**src/rtl/filt_sched.sv**
```systemverilog
// filt_sched: time-shared 3-sample debounce filter over NCH channels.
// A single next-state engine visits one channel per enabled cycle and
// round-robins through all of them. Each channel's filtered level y[c]
// rises after three consecutive 1 samples and falls after three
// consecutive 0 samples.
// Optional level-change event path (pending/lvl, round-robin arbiter,
// valid/ready output register, sticky overflow) is compiled in only
// when FILT_SCHED_EVT_EN is defined. Otherwise the evt_* and ovf outputs
// are tied low.
module filt_sched #(
   parameter  int unsigned NCH = 4,
   localparam int unsigned CW  = $clog2(NCH)
) (
   input  logic           clk,
   input  logic           rst,
   input  logic           en,
   input  logic [NCH-1:0] i,
   output logic [NCH-1:0] y,
   output logic [CW-1:0]  slot,
   output logic           evt_valid,
   input  logic           evt_ready,
   output logic [CW-1:0]  evt_ch,
   output logic           evt_lvl,
   output logic           ovf,
   input  logic           ovf_clr
);

   // Per-channel filter state. The Z states count 1s while y is low.
   // The E states count 0s while y is high.
   typedef enum logic [2:0] {
      ST_Z0 = 3'd0,
      ST_Z1 = 3'd1,
      ST_Z2 = 3'd2,
      ST_E0 = 3'd3,
      ST_E1 = 3'd4,
      ST_E2 = 3'd5
   } state_t;

   state_t     st [NCH];
   state_t     cur_st;
   state_t     nxt_st;
   logic       smp;
   logic       y_cur;
   logic       y_new;

   // Shared filter next-state engine.
   function automatic state_t filt_next(input state_t cur, input logic s);
      state_t nxt;
      nxt = ST_Z0;
      case (cur)
         ST_Z0:   nxt = s ? ST_Z1 : ST_Z0;
         ST_Z1:   nxt = s ? ST_Z2 : ST_Z0;
         ST_Z2:   nxt = s ? ST_E0 : ST_Z0;
         ST_E0:   nxt = s ? ST_E0 : ST_E1;
         ST_E1:   nxt = s ? ST_E0 : ST_E2;
         ST_E2:   nxt = s ? ST_E0 : ST_Z0;
         default: nxt = ST_Z0;
      endcase
      return nxt;
   endfunction

   // Evaluate the channel under the slot pointer and derive its new level.
   always_comb begin
      cur_st = st[slot];
      smp    = i[slot];
      nxt_st = filt_next(cur_st, smp);
      y_cur  = y[slot];
      y_new  = y_cur;
      if (nxt_st == ST_E0) begin
         y_new = 1'b1;
      end else if (nxt_st == ST_Z0) begin
         y_new = 1'b0;
      end
   end

   // Channel state, filtered level and slot pointer; all hold while en is low.
   always_ff @(posedge clk) begin
      if (rst) begin
         for (int unsigned c = 0; c < NCH; c++) begin
            st[c] <= ST_Z0;
         end
         y    <= '0;
         slot <= '0;
      end else if (en) begin
         st[slot] <= nxt_st;
         y[slot]  <= y_new;
         slot     <= slot + CW'(1);
      end
   end

`ifdef FILT_SCHED_EVT_EN

   logic [NCH-1:0] pending;
   logic [NCH-1:0] lvl;
   logic [CW-1:0]  rr;
   logic [CW-1:0]  gnt;
   logic [CW-1:0]  idx;
   logic           gnt_ok;
   logic           ld;
   logic           y_chg;
   logic           ovf_set;

   // Round-robin search for a pending channel, starting just above the last grant.
   always_comb begin
      gnt    = '0;
      gnt_ok = 1'b0;
      idx    = '0;
      for (int unsigned k = 1; k <= NCH; k++) begin
         idx = rr + CW'(k);
         if (!gnt_ok && pending[idx]) begin
            gnt_ok = 1'b1;
            gnt    = idx;
         end
      end
   end

   // Load and overflow qualifiers. A change on the channel being loaded
   // on the same edge re-arms pending and does not count as an overflow.
   always_comb begin
      ld      = gnt_ok && (!evt_valid || evt_ready);
      y_chg   = en && (y_new != y_cur);
      ovf_set = y_chg && pending[slot] && !(ld && (gnt == slot));
   end

   // Pending/level capture, output register and sticky overflow.
   // A later pending set takes priority over a same-edge grant clear.
   always_ff @(posedge clk) begin
      if (rst) begin
         pending   <= '0;
         lvl       <= '0;
         rr        <= CW'(NCH - 1);
         evt_valid <= 1'b0;
         evt_ch    <= '0;
         evt_lvl   <= 1'b0;
         ovf       <= 1'b0;
      end else begin
         if (ld) begin
            evt_valid    <= 1'b1;
            evt_ch       <= gnt;
            evt_lvl      <= lvl[gnt];
            pending[gnt] <= 1'b0;
            rr           <= gnt;
         end else if (evt_valid && evt_ready) begin
            evt_valid <= 1'b0;
         end
         if (y_chg) begin
            pending[slot] <= 1'b1;
            lvl[slot]     <= y_new;
         end
         if (ovf_set) begin
            ovf <= 1'b1;
         end else if (ovf_clr) begin
            ovf <= 1'b0;
         end
      end
   end

`else

   logic unused_evt_inputs;

   // Event path absent: outputs tied low and handshake inputs ignored.
   assign evt_valid         = 1'b0;
   assign evt_ch            = '0;
   assign evt_lvl           = 1'b0;
   assign ovf               = 1'b0;
   assign unused_evt_inputs = ^{evt_ready, ovf_clr};

`endif

endmodule

```
**config.mk**
```make
export PLATFORM = sky130hd
export DESIGN_NAME = filt_sched
export DESIGN_NICKNAME = d
export VERILOG_FILES = /design/src/rtl/filt_sched.sv
export SDC_FILE = /design/constraint.sdc
export NUM_CORES = 1
export LEC_CHECK = 0
export CAP_MARGIN = 10
export CORE_ASPECT_RATIO = 1.1
export CORE_MARGIN = 4
export CORE_UTILIZATION = 50
export DETAILED_ROUTE_END_ITERATION = 10
export PLACE_DENSITY = 0.82
export SLEW_MARGIN = 15
export SYNTH_ARGS = -nofsm -noshare
export SYNTH_HDL_FRONTEND = slang
export SYNTH_SLANG_ARGS = --single-unit
export TNS_END_PERCENT = 1
```
**constraint.sdc**
```tcl
create_clock -name clk -period 2.5 [get_ports clk]
set_input_delay 0.25 -clock clk [delete_from_list [all_inputs] [get_ports clk]]
set_output_delay 0.25 -clock clk [all_outputs]
set_load 0.005 [all_outputs]
```
* Yosys cells after proc, flatten, opt, wreduce, memory -nomap -nowiden *
Memories as Yosys holds them, arrays and structs flattened. A register that Yosys moved wholly into a read port is not among the register bits.
Cells that the tools add are included.
Widths: inputs -> output; s select.

word-level totals
  register bits = 6
  bits in writable memories = 12
  output and inout bits = 11
  memories = 1

memories
  memory  depth  width  rd ports  clocked after memory_dff  write ports  RTL line  text
  st      4      3      1         1                         4            39        state_t st [NCH];

cells by class
  $add $sub $neg = 1
  order comparisons = 2
  equal/unequal tests = 6
  multiplexer cells = 25
  reductions and logical operators = 5

operator list
  kind                 number
  $pmux 3 s5           1
  $mux 1               12
  $mux 2               5
  $eq 3x2->1 const B   3
  $mux 3               3
  $eq 3x3->1 const B   2
  $logic_not 3->1      2
  $bmux 1 s2           2
  $bwmux 4             1
  $eq 3x1->1 const B   1
  $lt 2x3->1 const B   1
  $reduce_or 3->1      1
  $add 2x1->2 const B  1
  $demux 1 s2          1
  $ge 2x1->1 const B   1
  $reduce_or 2->1      1
  $logic_and 1x1->1    1

* Longest topological paths before layout *
  depth after elaboration = 8
  depth in mapped cells = 6

* Worst setup path before layout *
No wires, ideal clock.

  path type = register to register
  start point = register with a tool-made name
  end point = memory st[0][0] (netlist bit), data pin
  setup time = 0.265 ns
  arrival time = 1.565 ns
  data required time = 2.235 ns
  setup slack = 0.670 ns
  stages on the path, launching flop included = 5
  path buffers = 0
  clock period less this slack = 1.830 ns
  path through = dfxtp_1 > mux4_2 > or3b_1 > o211ai_1 > nor2_1

RTL lines
  item           RTL line
  end, declared  39

==> impl_results.md <==
- Status: finished, final reports clean
- Gate Count Post-Synth: 90
- Number of global-route vias before repair: 706
- Num CTS Buffers: 3
- Antenna Nets Post-Route: 0
- Total gr overflow: 0
- Core Footprint: 2020 sq um
- Crit share post-route: 80.5%
- Starting Density: 53.1%
- Avg Inst Size Synth: 11.9 sq um
- Power per standard cell area: 573 nW/um^2
- Share of the synthesized area in the top cell type: 33.6%
- Setup TNS: 0 ps
- Multi-input gate area: 509 sq um
- Register area: 520 sq um
- CTS sink cnt: 20
- Synth top cells by count: 12 x edfxtp_1, 11 x nor2_1, 8 x dfxtp_1
- Ys async rst share: 0%
- Prevailing post-synth register cell: edfxtp_1
- Io pins: 20
- Synth Warn #: 0
- Clock buffer depth: 2
- Wire per inst: 15.4 microns
- Die X: 52.2 microns
- Post-DR vias/cell: 5.61
- Unrepaired setup endpoints after global routing: no
- Max frequency: 0.497 GHz
- Cell taking the most area after synthesis: edfxtp_1
- # resized after CTS: 0
- CP arrival: 2070 ps
- EDFF count, synth: 12
- CTS Hold Bufs: 0
- DR pass1 iterations: 4
- GPL Wtd Cong: 0.756
- Antenna Cells: 0
- Post-CTS Setup Bufs: 0
- Layout area overhead: 15.1%
- Share of cells above drive strength 1: 18.3%
- Most frequent cell after synthesis: edfxtp_1
- Routed WL: 2.03 mm
- Clock Tree Root: clkbuf_4
- Critical path launch point type: register
- Worst-path clk slew: 110 ps
- Site Rows: 17
- Kind of critical path: reg2reg
- Vias: 741
- Largest net degree at the start of global routing: 16
- Leak: 0.000442 uW
- Die ar.: 2950 sq um
- I/O Buffers: 12
- Cell Chain, Critical Path: mux4_2 > or3b_1 > o211ai_1 > nor2_1
- Max FO, Critical Path: 8
- Crit-path slowest cell: mux4_2
- Hold WS: 519 ps
- H-tree depth: 1
- Final Slew Violations: 0
- Initial antenna violation count: 0
- Final setup violation count: 0
- Minimum clock period: 2010 ps
- Die height: 56.6 microns
- Hold Startpoint: y[0]$_SDFFE_PP0P_
- Worst-Skew Late Latency: 310 ps
- Max_cap viols: 0
- CP endpoint kind: register
- Sequential share of the synthesized area: 48.5%
- Post-DP HPWL: 1.57 mm
- CP required: 2560 ps
- Flops & latches, synth: 20
- Fill cells: 171
- Max incr delay on CP: 600 ps
- Nets: 118
- Largest cells by area after synthesis: edfxtp_1 34%, dfxtp_1 15%, mux4_2 11%, ha_1 4.7%, nor2_1 3.9%
- First-pass GRT wire length: 3.25 mm
- Worst hold path type: reg2reg
- All-Layer GR Usage: 15.9%
- Netlist cell types: 28
- Post-synth design cell area: 1070 sq um
- Hold Vio Cnt, Final: 0
- DR iter-0 viols: 11
- Max IR drop VDD: 0.331 mV
- TritonCTS clock tree: yes
- DRC Markers: 0
- Final Skew: 6.97 ps
==> sequential cells by signal, indices dropped and copies added, names as in the netlist, named ones only <==
| signal | flops |
|---|---|
| st | 12 |
| slot | 2 |
| y | 4 |
==> area by class of cell <==
| class | instances | share of cell area (%) |
|---|---|---|
| Clock buffer | 3 | 1.83 |
| Clock inverter | 1 | 0.304 |
| Inverter | 2 | 0.609 |
| Multi-Input combinational cell | 64 | 41.3 |
| Sequential cell | 20 | 42.2 |
| Tap cell | 28 | 2.84 |
| Timing Repair Buffer | 14 | 11.0 |
==> metrics by stage <==
stage               power, uW  instance area (sq um)  setup WS [ps]  util (%)  std cells
floorplan                 511                   1090            670         -         94
global placement          548                   1210            532      59.8        128
detailed placement        556                   1210            481      59.8        128
finish                    707                   1230            487      61.1        132
CTS                       705                   1230            471      61.1        132
global route              737                   1230            411      61.1        132
==> metal layers <==
metal,up-vias,wire (microns),global-route usage (%)
li1,347,-,-
met1,363,804,18.2
met2,26,1070,26.2
met3,5,99,3.45
met5,-,0,0
met4,0,57,9.85
==> cells by family (layout without fill, tap and decap cells) <==
logic type / count (synthesis) / count (layout) / synth area share (%)
AOI/OAI and AO/OA: 9 / 9 / 7.70
xor gates and xnor gates: 1 / 1 / 0.817
adders and majority gates: 4 / 4 / 4.67
buffers and inverters: 10 / 20 / 5.37
DFF: 20 / 20 / 48.5
muxes: 7 / 7 / 12.5
other: 1 / 5 / 0.350
and+or+nand+nor: 38 / 38 / 20.1
==> worst max-delay path, delay by kind of cell (launching register included) <==
| kind | cells | cell delay (ps) |
|---|---|---|
| AOI/OAI and AO/OA | 1 | 200 |
| DFF | 1 | 450 |
| muxes | 1 | 600 |
| and+or+nand+nor | 2 | 500 |
==> cells in the final DEF, fill, tap and decap left out, types with 2 or more instances in the layout <==
cell type        instances
clkdlybuf4s50_1         12
edfxtp_1                12
nor2_1                  11
dfxtp_1                  8
mux4_2                   5
or3_1                    5
nand2_1                  5
nand3b_1                 5
conb_1                   5
nand2b_1                 4
o31ai_1                  4
ha_1                     4
nor2_2                   3
clkbuf_4                 3
inv_1                    2
or3b_1                   2
buf_4                    2
==> worst paths after layout <==
path	cells after the start	endpoint	slack, ps
setup / recovery	4	st[0][0]$_SDFFCE_PN0P_	490
hold / removal	2	y[0]$_SDFFE_PP0P_	520
setup reg to reg	4	st[0][0]$_SDFFCE_PN0P_	490
hold reg to reg	2	y[0]$_SDFFE_PP0P_	520
==> power breakdown <==
part / switching (uW) / leakage (uW) / internal, uW / total (uW)
registers: 21.2 / 0.000190 / 372 / 394
logic: 77.6 / 0.000237 / 76.1 / 154
clock network: 102 / 0.0000154 / 58.4 / 160
Note: power is estimated with default switching activity, not from simulation.
